File: config.mk
export PLATFORM = sky130hd
export DESIGN_NAME = gpu_csr
export DESIGN_NICKNAME = d
export VERILOG_FILES = /design/src/rtl/gpu_csr_pkg.sv /design/src/rtl/gpu_csr_bank.sv /design/src/rtl/gpu_csr.sv
export SDC_FILE = /design/constraint.sdc
export NUM_CORES = 2
export LEC_CHECK = 0
export BUFFER_PORTS_ARGS = -buffer_cell sky130_fd_sc_hd__buf_4
export CORE_MARGIN = 10
export CORE_UTILIZATION = 40
export CTS_CLUSTER_DIAMETER = 100
export DETAILED_ROUTE_END_ITERATION = 6
export HOLD_SLACK_MARGIN = 0.02
export PLACE_DENSITY_LB_ADDON = 0.08
export RECOVER_POWER = 100
export SYNTH_ARGS = -nofsm -noshare
export SYNTH_HDL_FRONTEND = slang
export SYNTH_SLANG_ARGS = --single-unit
File: constraint.sdc
create_clock -name clock -period 3.01 [get_ports clock]
set_input_delay 0.1505 -clock clock [delete_from_list [all_inputs] [get_ports clock]]
set_output_delay 0.1505 -clock clock [all_outputs]
set_load 0.02 [all_outputs]
File: src/rtl/gpu_csr_pkg.sv
// Shared types and constants for the gpu_csr register file.
//   vec3_t / camera_t : camera description handed to gpu_controller
//   CSR_*             : slave word addresses
//   CTRL_* / STATUS_* : bit positions inside CTRL and STATUS
//   csr_state_e       : launch/complete handshake states
package gpu_csr_pkg;

  localparam int unsigned CSR_DATA_BITS = 32;
  localparam int unsigned CSR_ADDR_BITS = 5;
  localparam int unsigned NUM_STAGE     = 20;  // 5 render args + 15 camera words

  typedef struct packed {
    logic [CSR_DATA_BITS-1:0] x;
    logic [CSR_DATA_BITS-1:0] y;
    logic [CSR_DATA_BITS-1:0] z;
  } vec3_t;

  typedef struct packed {
    vec3_t pos;
    vec3_t look0;
    vec3_t look1;
    vec3_t look2;
    vec3_t look3;
  } camera_t;

  localparam logic [CSR_ADDR_BITS-1:0] CSR_CTRL           = 5'd0;
  localparam logic [CSR_ADDR_BITS-1:0] CSR_STATUS         = 5'd1;
  localparam logic [CSR_ADDR_BITS-1:0] CSR_PIXEL_BUFFER   = 5'd2;
  localparam logic [CSR_ADDR_BITS-1:0] CSR_VOXEL_BUFFER   = 5'd3;
  localparam logic [CSR_ADDR_BITS-1:0] CSR_VOXEL_COUNT    = 5'd4;
  localparam logic [CSR_ADDR_BITS-1:0] CSR_PALETTE_BUFFER = 5'd5;
  localparam logic [CSR_ADDR_BITS-1:0] CSR_PALETTE_LENGTH = 5'd6;
  localparam logic [CSR_ADDR_BITS-1:0] CSR_FRAME_COUNT    = 5'd7;
  localparam logic [CSR_ADDR_BITS-1:0] CSR_CAM_POS_X      = 5'd8;
  localparam logic [CSR_ADDR_BITS-1:0] CSR_CAM_LOOK3_Z    = 5'd22;

  localparam int unsigned CTRL_START     = 0;
  localparam int unsigned CTRL_IRQ_CLEAR = 1;
  localparam int unsigned CTRL_IRQ_EN    = 2;
  localparam int unsigned CTRL_ERR_CLEAR = 3;

  localparam int unsigned STATUS_BUSY        = 0;
  localparam int unsigned STATUS_IRQ_PENDING = 1;
  localparam int unsigned STATUS_IRQ_EN      = 2;
  localparam int unsigned STATUS_ERR         = 3;

  typedef enum logic [2:0] {
    StIdle,
    StLaunch,
    StBusy,
    StDone,
    StAck,
    StDrain
  } csr_state_e;

  function automatic logic is_staging(input logic [CSR_ADDR_BITS-1:0] a);
    return ((a >= CSR_PIXEL_BUFFER) && (a <= CSR_PALETTE_LENGTH)) ||
           ((a >= CSR_CAM_POS_X) && (a <= CSR_CAM_LOOK3_Z));
  endfunction

  // Packs the two staging address ranges into a dense 0..19 index
  // (FRAME_COUNT at address 7 sits between them).
  function automatic logic [4:0] stage_idx(input logic [CSR_ADDR_BITS-1:0] a);
    if (a <= CSR_PALETTE_LENGTH) return a - 5'd2;
    return a - 5'd3;
  endfunction

endpackage

File: src/rtl/gpu_csr_bank.sv
// Staging and active register arrays for gpu_csr.
//   wr_en/wr_idx/wr_data/wr_be : byte-enabled write into one staging word
//   snapshot                   : copy every staging word into active
//   stage / active             : full contents of both arrays
module gpu_csr_bank
  import gpu_csr_pkg::*;
#(
  parameter int unsigned NUM_REGS  = NUM_STAGE,
  parameter int unsigned DATA_BITS = CSR_DATA_BITS
) (
  input  logic                               clock,
  input  logic                               reset_n,
  input  logic                               wr_en,
  input  logic [4:0]                         wr_idx,
  input  logic [DATA_BITS-1:0]               wr_data,
  input  logic [DATA_BITS/8-1:0]             wr_be,
  input  logic                               snapshot,
  output logic [NUM_REGS-1:0][DATA_BITS-1:0] stage,
  output logic [NUM_REGS-1:0][DATA_BITS-1:0] active
);

  logic [NUM_REGS-1:0][DATA_BITS-1:0] stage_q;
  logic [NUM_REGS-1:0][DATA_BITS-1:0] active_q;

  always_ff @(posedge clock or negedge reset_n) begin
    if (!reset_n) begin
      stage_q  <= '0;
      active_q <= '0;
    end else begin
      if (wr_en) begin
        for (int b = 0; b < DATA_BITS / 8; b++) begin
          if (wr_be[b]) stage_q[wr_idx][b*8 +: 8] <= wr_data[b*8 +: 8];
        end
      end
      // Snapshot takes the pre-edge staging values; a launch is a CTRL write,
      // so it never coincides with a staging write.
      if (snapshot) active_q <= stage_q;
    end
  end

  assign stage  = stage_q;
  assign active = active_q;

endmodule

File: src/rtl/gpu_csr.sv
// Avalon-MM register file that stages render arguments, freezes them on
// launch and runs the do_render / irq / clear_interrupt handshake with
// gpu_controller.
//   clock, reset_n         : clock, asynchronous active-low reset
//   s1_*                   : Avalon-MM slave, single-cycle write, read latency 1
//   cam, pixel_buffer, ... : active (frozen) render arguments
//   do_render              : one-cycle launch pulse
//   gpu_irq                : completion level from gpu_controller
//   clear_interrupt        : one-cycle completion acknowledge
//   irq                    : host interrupt, pending & enabled
module gpu_csr
  import gpu_csr_pkg::*;
#(
  parameter int unsigned ADDR_BITS = 5,
  parameter int unsigned DATA_BITS = 32
) (
  input  logic                   clock,
  input  logic                   reset_n,
  input  logic [ADDR_BITS-1:0]   s1_address,
  input  logic                   s1_read,
  input  logic                   s1_write,
  input  logic [DATA_BITS-1:0]   s1_writedata,
  input  logic [DATA_BITS/8-1:0] s1_byteenable,
  output logic [DATA_BITS-1:0]   s1_readdata,
  output camera_t                cam,
  output logic [DATA_BITS-1:0]   pixel_buffer,
  output logic [DATA_BITS-1:0]   voxel_buffer,
  output logic [DATA_BITS-1:0]   voxel_count,
  output logic [DATA_BITS-1:0]   palette_buffer,
  output logic [DATA_BITS-1:0]   palette_length,
  output logic                   do_render,
  output logic                   clear_interrupt,
  input  logic                   gpu_irq,
  output logic                   irq
);

  logic [CSR_ADDR_BITS-1:0] addr;
  assign addr = s1_address[CSR_ADDR_BITS-1:0];

  csr_state_e             state_q;
  logic                   irq_en_q;
  logic                   err_q;
  logic                   irq_pending_q;
  logic [DATA_BITS-1:0]   frame_count_q;
  logic                   do_render_q;
  logic                   clear_interrupt_q;
  logic [DATA_BITS-1:0]   readdata_q;
  logic [DATA_BITS-1:0]   readdata_d;

  logic [NUM_STAGE-1:0][DATA_BITS-1:0] stage;
  logic [NUM_STAGE-1:0][DATA_BITS-1:0] active;

  logic ctrl_wr, start, irq_clear, err_clear, snapshot;

  assign ctrl_wr   = s1_write && (addr == CSR_CTRL);
  assign start     = ctrl_wr && s1_writedata[CTRL_START];
  assign irq_clear = ctrl_wr && s1_writedata[CTRL_IRQ_CLEAR];
  assign err_clear = ctrl_wr && s1_writedata[CTRL_ERR_CLEAR];
  assign snapshot  = start && (state_q == StIdle);

  gpu_csr_bank #(
    .NUM_REGS  (NUM_STAGE),
    .DATA_BITS (DATA_BITS)
  ) u_bank (
    .clock    (clock),
    .reset_n  (reset_n),
    .wr_en    (s1_write && is_staging(addr)),
    .wr_idx   (stage_idx(addr)),
    .wr_data  (s1_writedata),
    .wr_be    (s1_byteenable),
    .snapshot (snapshot),
    .stage    (stage),
    .active   (active)
  );

  // Handshake FSM; pulses are registered so they line up with the state.
  always_ff @(posedge clock or negedge reset_n) begin
    if (!reset_n) begin
      state_q           <= StIdle;
      irq_en_q          <= 1'b0;
      err_q             <= 1'b0;
      irq_pending_q     <= 1'b0;
      frame_count_q     <= '0;
      do_render_q       <= 1'b0;
      clear_interrupt_q <= 1'b0;
    end else begin
      do_render_q       <= 1'b0;
      clear_interrupt_q <= 1'b0;
      if (ctrl_wr && s1_byteenable[0]) irq_en_q <= s1_writedata[CTRL_IRQ_EN];
      if (err_clear) err_q <= 1'b0;
      case (state_q)
        StIdle: begin
          if (start) begin
            state_q     <= StLaunch;
            do_render_q <= 1'b1;
          end
        end
        StLaunch: state_q <= StBusy;
        StBusy: begin
          if (gpu_irq) begin
            state_q       <= StDone;
            irq_pending_q <= 1'b1;
            frame_count_q <= frame_count_q + 1'b1;
          end
        end
        StDone: begin
          if (irq_clear) begin
            state_q           <= StAck;
            irq_pending_q     <= 1'b0;
            clear_interrupt_q <= 1'b1;
          end
        end
        StAck:   state_q <= StDrain;
        StDrain: if (!gpu_irq) state_q <= StIdle;
        default: state_q <= StIdle;
      endcase
      // A rejected START wins over an ERR_CLEAR in the same write.
      if (start && (state_q != StIdle)) err_q <= 1'b1;
    end
  end

  always_comb begin
    readdata_d = '0;
    if (addr == CSR_CTRL) begin
      readdata_d[CTRL_IRQ_EN] = irq_en_q;
    end else if (addr == CSR_STATUS) begin
      readdata_d[STATUS_BUSY]        = (state_q == StLaunch) || (state_q == StBusy);
      readdata_d[STATUS_IRQ_PENDING] = irq_pending_q;
      readdata_d[STATUS_IRQ_EN]      = irq_en_q;
      readdata_d[STATUS_ERR]         = err_q;
    end else if (addr == CSR_FRAME_COUNT) begin
      readdata_d = frame_count_q;
    end else if (is_staging(addr)) begin
      readdata_d = stage[stage_idx(addr)];
    end
  end

  always_ff @(posedge clock or negedge reset_n) begin
    if (!reset_n) readdata_q <= '0;
    else if (s1_read) readdata_q <= readdata_d;
  end

  assign s1_readdata     = readdata_q;
  assign do_render       = do_render_q;
  assign clear_interrupt = clear_interrupt_q;
  assign irq             = irq_pending_q & irq_en_q;

  assign pixel_buffer   = active[0];
  assign voxel_buffer   = active[1];
  assign voxel_count    = active[2];
  assign palette_buffer = active[3];
  assign palette_length = active[4];
  assign cam.pos.x      = active[5];
  assign cam.pos.y      = active[6];
  assign cam.pos.z      = active[7];
  assign cam.look0.x    = active[8];
  assign cam.look0.y    = active[9];
  assign cam.look0.z    = active[10];
  assign cam.look1.x    = active[11];
  assign cam.look1.y    = active[12];
  assign cam.look1.z    = active[13];
  assign cam.look2.x    = active[14];
  assign cam.look2.y    = active[15];
  assign cam.look2.z    = active[16];
  assign cam.look3.x    = active[17];
  assign cam.look3.y    = active[18];
  assign cam.look3.z    = active[19];

endmodule

==> metrics.cfg <==
[synth]
synth_top_area_share_pct = 58.4
synth_compound_area_share_pct = 7.31
async_reset_ff_share_pct = 100
ys_seq_elements = 1352
synthMuxAreaShare_pct = 14.1
synth_area_sq_um = 57900
synth_top_family_by_area = simple AND/OR/NAND/NOR gates
synth-edff-count = 0
synth-simple-area-share_pct = 16.7
synth_fa_ha_area_share_pct = 0.151
yosysSeqAreaShare_pct = 58.4
yosys.area.top_type = dfrtp_1
synth_area_leaders = dfrtp_1 (58%), mux2_2 (14%), nand2_1 (13%)
syn_avg_cell_area_sq_um = 10.5
post-synth-top-count-cell = nand2_1
syn_inst = 5497
ys_top_cells_by_count = nand2_1 (1948), dfrtp_1 (1352), mux2_2 (717)
yosysWarnings = 0
synth.net_count = 5550
synth_xor_area_share_pct = 0.499
synth.distinct_cells = 80
synthFlopType = dfrtp_1

[power_and_ir_drop]
power_density_nw_per_um2 = 656
peakVddDrop_uv = 387
total_leakage_power_nw = 34.8
total_power_mw = 45.7

[setup_path]
worstSetupPathType = in -> reg
worstPathRequired_ns = 3.69
slowest_delay_ns = 0.65
reg2reg_to = u_bank.active[38]
rrSetupSlack_ns = 0.28
cp-end-kind = flip-flop
worst-path-max-fanout = 12
rr_startpoint = state_q[1]
cp-start-kind = input port
slowest_stage = nor2_1
setup.worst_path.start = s1_address[1]
endpoint = u_bank.stage[505]
arrival_ns = 3.47
cpMostUsedCell = nor2_1
reg2reg_depth = 7
cp_cell_sequence = buf_4 -> ha_1 -> clkbuf_1 -> nand4_1 -> o2bb2ai_1 -> nor2_1 -> or2_0 -> buf_12 -> nor2_1 -> mux2_2

[sta]
relSlewSlack_pct = -8.50
maxSlewViolCount = 181
skew_ns = 0.0319
setup_viol = 0
hold_viol = 0
fmax_ghz = 0.358
rsz0062_at_grt = false
tightestPinTransition_ns = 1.63
period_share_pct = 92.9
tns_ns = 0
fin_crit_ns = 2.80

[clocking]
path_clk_slew_ns = 0.06
post_cts_buffers = 0
cts_buffers = 152
root_buffer = clkbuf_16
cts_tree = yes
clock_latency_ns = 0.82
clock-sinks = 1352
cts-htree-levels = 4
clockBufferDepth = 3

[floorplanning]
io-pin-count = 721
die_h_microns = 401
die_w_microns = 401
initial_core_util_pct = 40.3
fp.coreArea_sq_um = 144000
dieArea_sq_um = 160000
row_count = 139

[layout]
final_nets = 6375
syn2layout_area_growth_pct = 20.2
final_layout_size_suffix_gt1_share_pct = 19.9
final_core_util_pct = 48.4
nFillCells = 14028

[routing]
wl_per_cell_microns = 30.0
drtIter0Drc = 5235
drc = 0
antenna_left = 0
first_pass_iters = 6
wirelength_microns = 251000
drt-vias-per-instance = 5.63
dr_total_vias = 47083

[placement]
port_buffers = 720
dp_hpwl_microns = 180000
gp_congestion = 0.944

[hold_path]
hp-class = in -> reg

[status]
failed_checks = capacitance limit, slew limit
outcome = complete, but fails checks

[grt]
grt_first_pass_wirelength_microns = 355000
track_usage_pct = 30.2
grt_max_degree = 167
grt_pass1_vias = 46029
grt_antenna_before_repair = 25
grt.overflow.total = 0

[run]
timing.max_cap.violations = 5

-- flip-flops by register name, summed over array words and instances (netlist names) --
| name | count |
|---|---|
| u_bank.stage | 640 |
| u_bank.active | 640 |
| irq_en_q | 1 |
| irq_pending_q | 1 |
| do_render | 1 |
| state_q | 3 |
| clear_interrupt | 1 |
| err_q | 1 |
| s1_readdata | 32 |
| frame_count_q | 32 |
-- critical path: cells and delay by family --
| kind | cells | cell delay, ns |
|---|---|---|
| and+or+nand+nor | 4 | 1.43 |
| buffers and inverters | 3 | 0.86 |
| muxes | 1 | 0.42 |
| AOI/OAI and AO/OA | 1 | 0.33 |
| adders and majority gates | 1 | 0.28 |
-- per-layer routing --
layer  part of all wire (%)  vias up  track usage (%)  wire length, microns
met5                  0.022        -                0                    55
met4                    4.1       10             11.2                 10300
met3                    8.3      387             6.89                 20700
met2                     44     2048             45.5                111000
met1                     43    24374             42.5                109000
li1                       -    20264                -                     -
-- layout by cell type, fill, tap and decap left out, drive strengths merged, types with 15 or more instances in the layout --
| cell | instances |
|---|---|
| clkbuf | 961 |
| o22ai | 251 |
| o21ai | 139 |
| xnor2 | 23 |
| clkinv | 28 |
| and3 | 22 |
| a22o | 27 |
| nor2 | 196 |
| dlygate4sd3 | 43 |
| dfrtp | 1352 |
| inv | 46 |
| o31a | 15 |
| a21oi | 55 |
| o211ai | 47 |
| buf | 251 |
| nand2 | 1956 |
| mux2 | 725 |
| nor3 | 48 |
| or3 | 39 |
| nand3 | 33 |
-- worst min path at each step --
stage / from / endpoint / slack [ns] / depth (start not counted)
2_1_floorplan: reset_n / clear_interrupt / -0.15 / 0
3_3_place_gp: reset_n / u_bank.active[404] / 0.21 / 1
3_5_place_dp: reset_n / u_bank.active[404] / 0.21 / 1
4_1_cts: reset_n / u_bank.active[404] / 0.02 / 2
5_1_grt: s1_write / u_bank.stage[582] / 0.15 / 5
6_report: s1_write / state_q[1] / 0.14 / 5
-- cell type report --
class / count / area [sq um] / share of cell area, %
multi-input combinational: 3748 / 22200 / 31.9
antenna: 11 / 27.5 / 0.0395
sequential: 1352 / 33800 / 48.6
tap: 1903 / 2380 / 3.42
timing repair buffer: 1029 / 5720 / 8.20
clock buffer: 226 / 4570 / 6.55
clock inverter: 51 / 739 / 1.06
inverter: 39 / 154 / 0.221
-- report_power, final --
part | internal [mW] | switching [mW] | total [mW]
registers | 19.5 | 1.64 | 21.1
logic | 2.05 | 2.81 | 4.87
clock network | 11.7 | 8.07 | 19.8
total | 33.2 | 12.5 | 45.7
-- what timing repair did --
action	in CTS	in global routing
hold buffers	42	1
resized for setup	0	0
hold endpoints to repair	1624	5
-- logic make-up after synthesis --
group           Yosys count
simple gates           2338
flops                  1352
mux                     728
compound gates          642
buf+inv                 397
xor+xnor                 33
fa+ha+maj                 7
-- stage by stage --
stage / worst slack, ns / hold slack [ns] / instance area (sq um) / std cells
2_1_floorplan: 0.0287 / -0.145 / 58200 / 5497
3_3_place_gp: -0.450 / 0.214 / 67600 / 8028
3_5_place_dp: -0.464 / 0.207 / 67600 / 8028
4_1_cts: 0.370 / 0.0216 / 73300 / 8347
5_1_grt: 0.137 / 0.149 / 69600 / 8350
6_report: 0.214 / 0.142 / 69700 / 8359
Power figures use the tool's default switching activity.
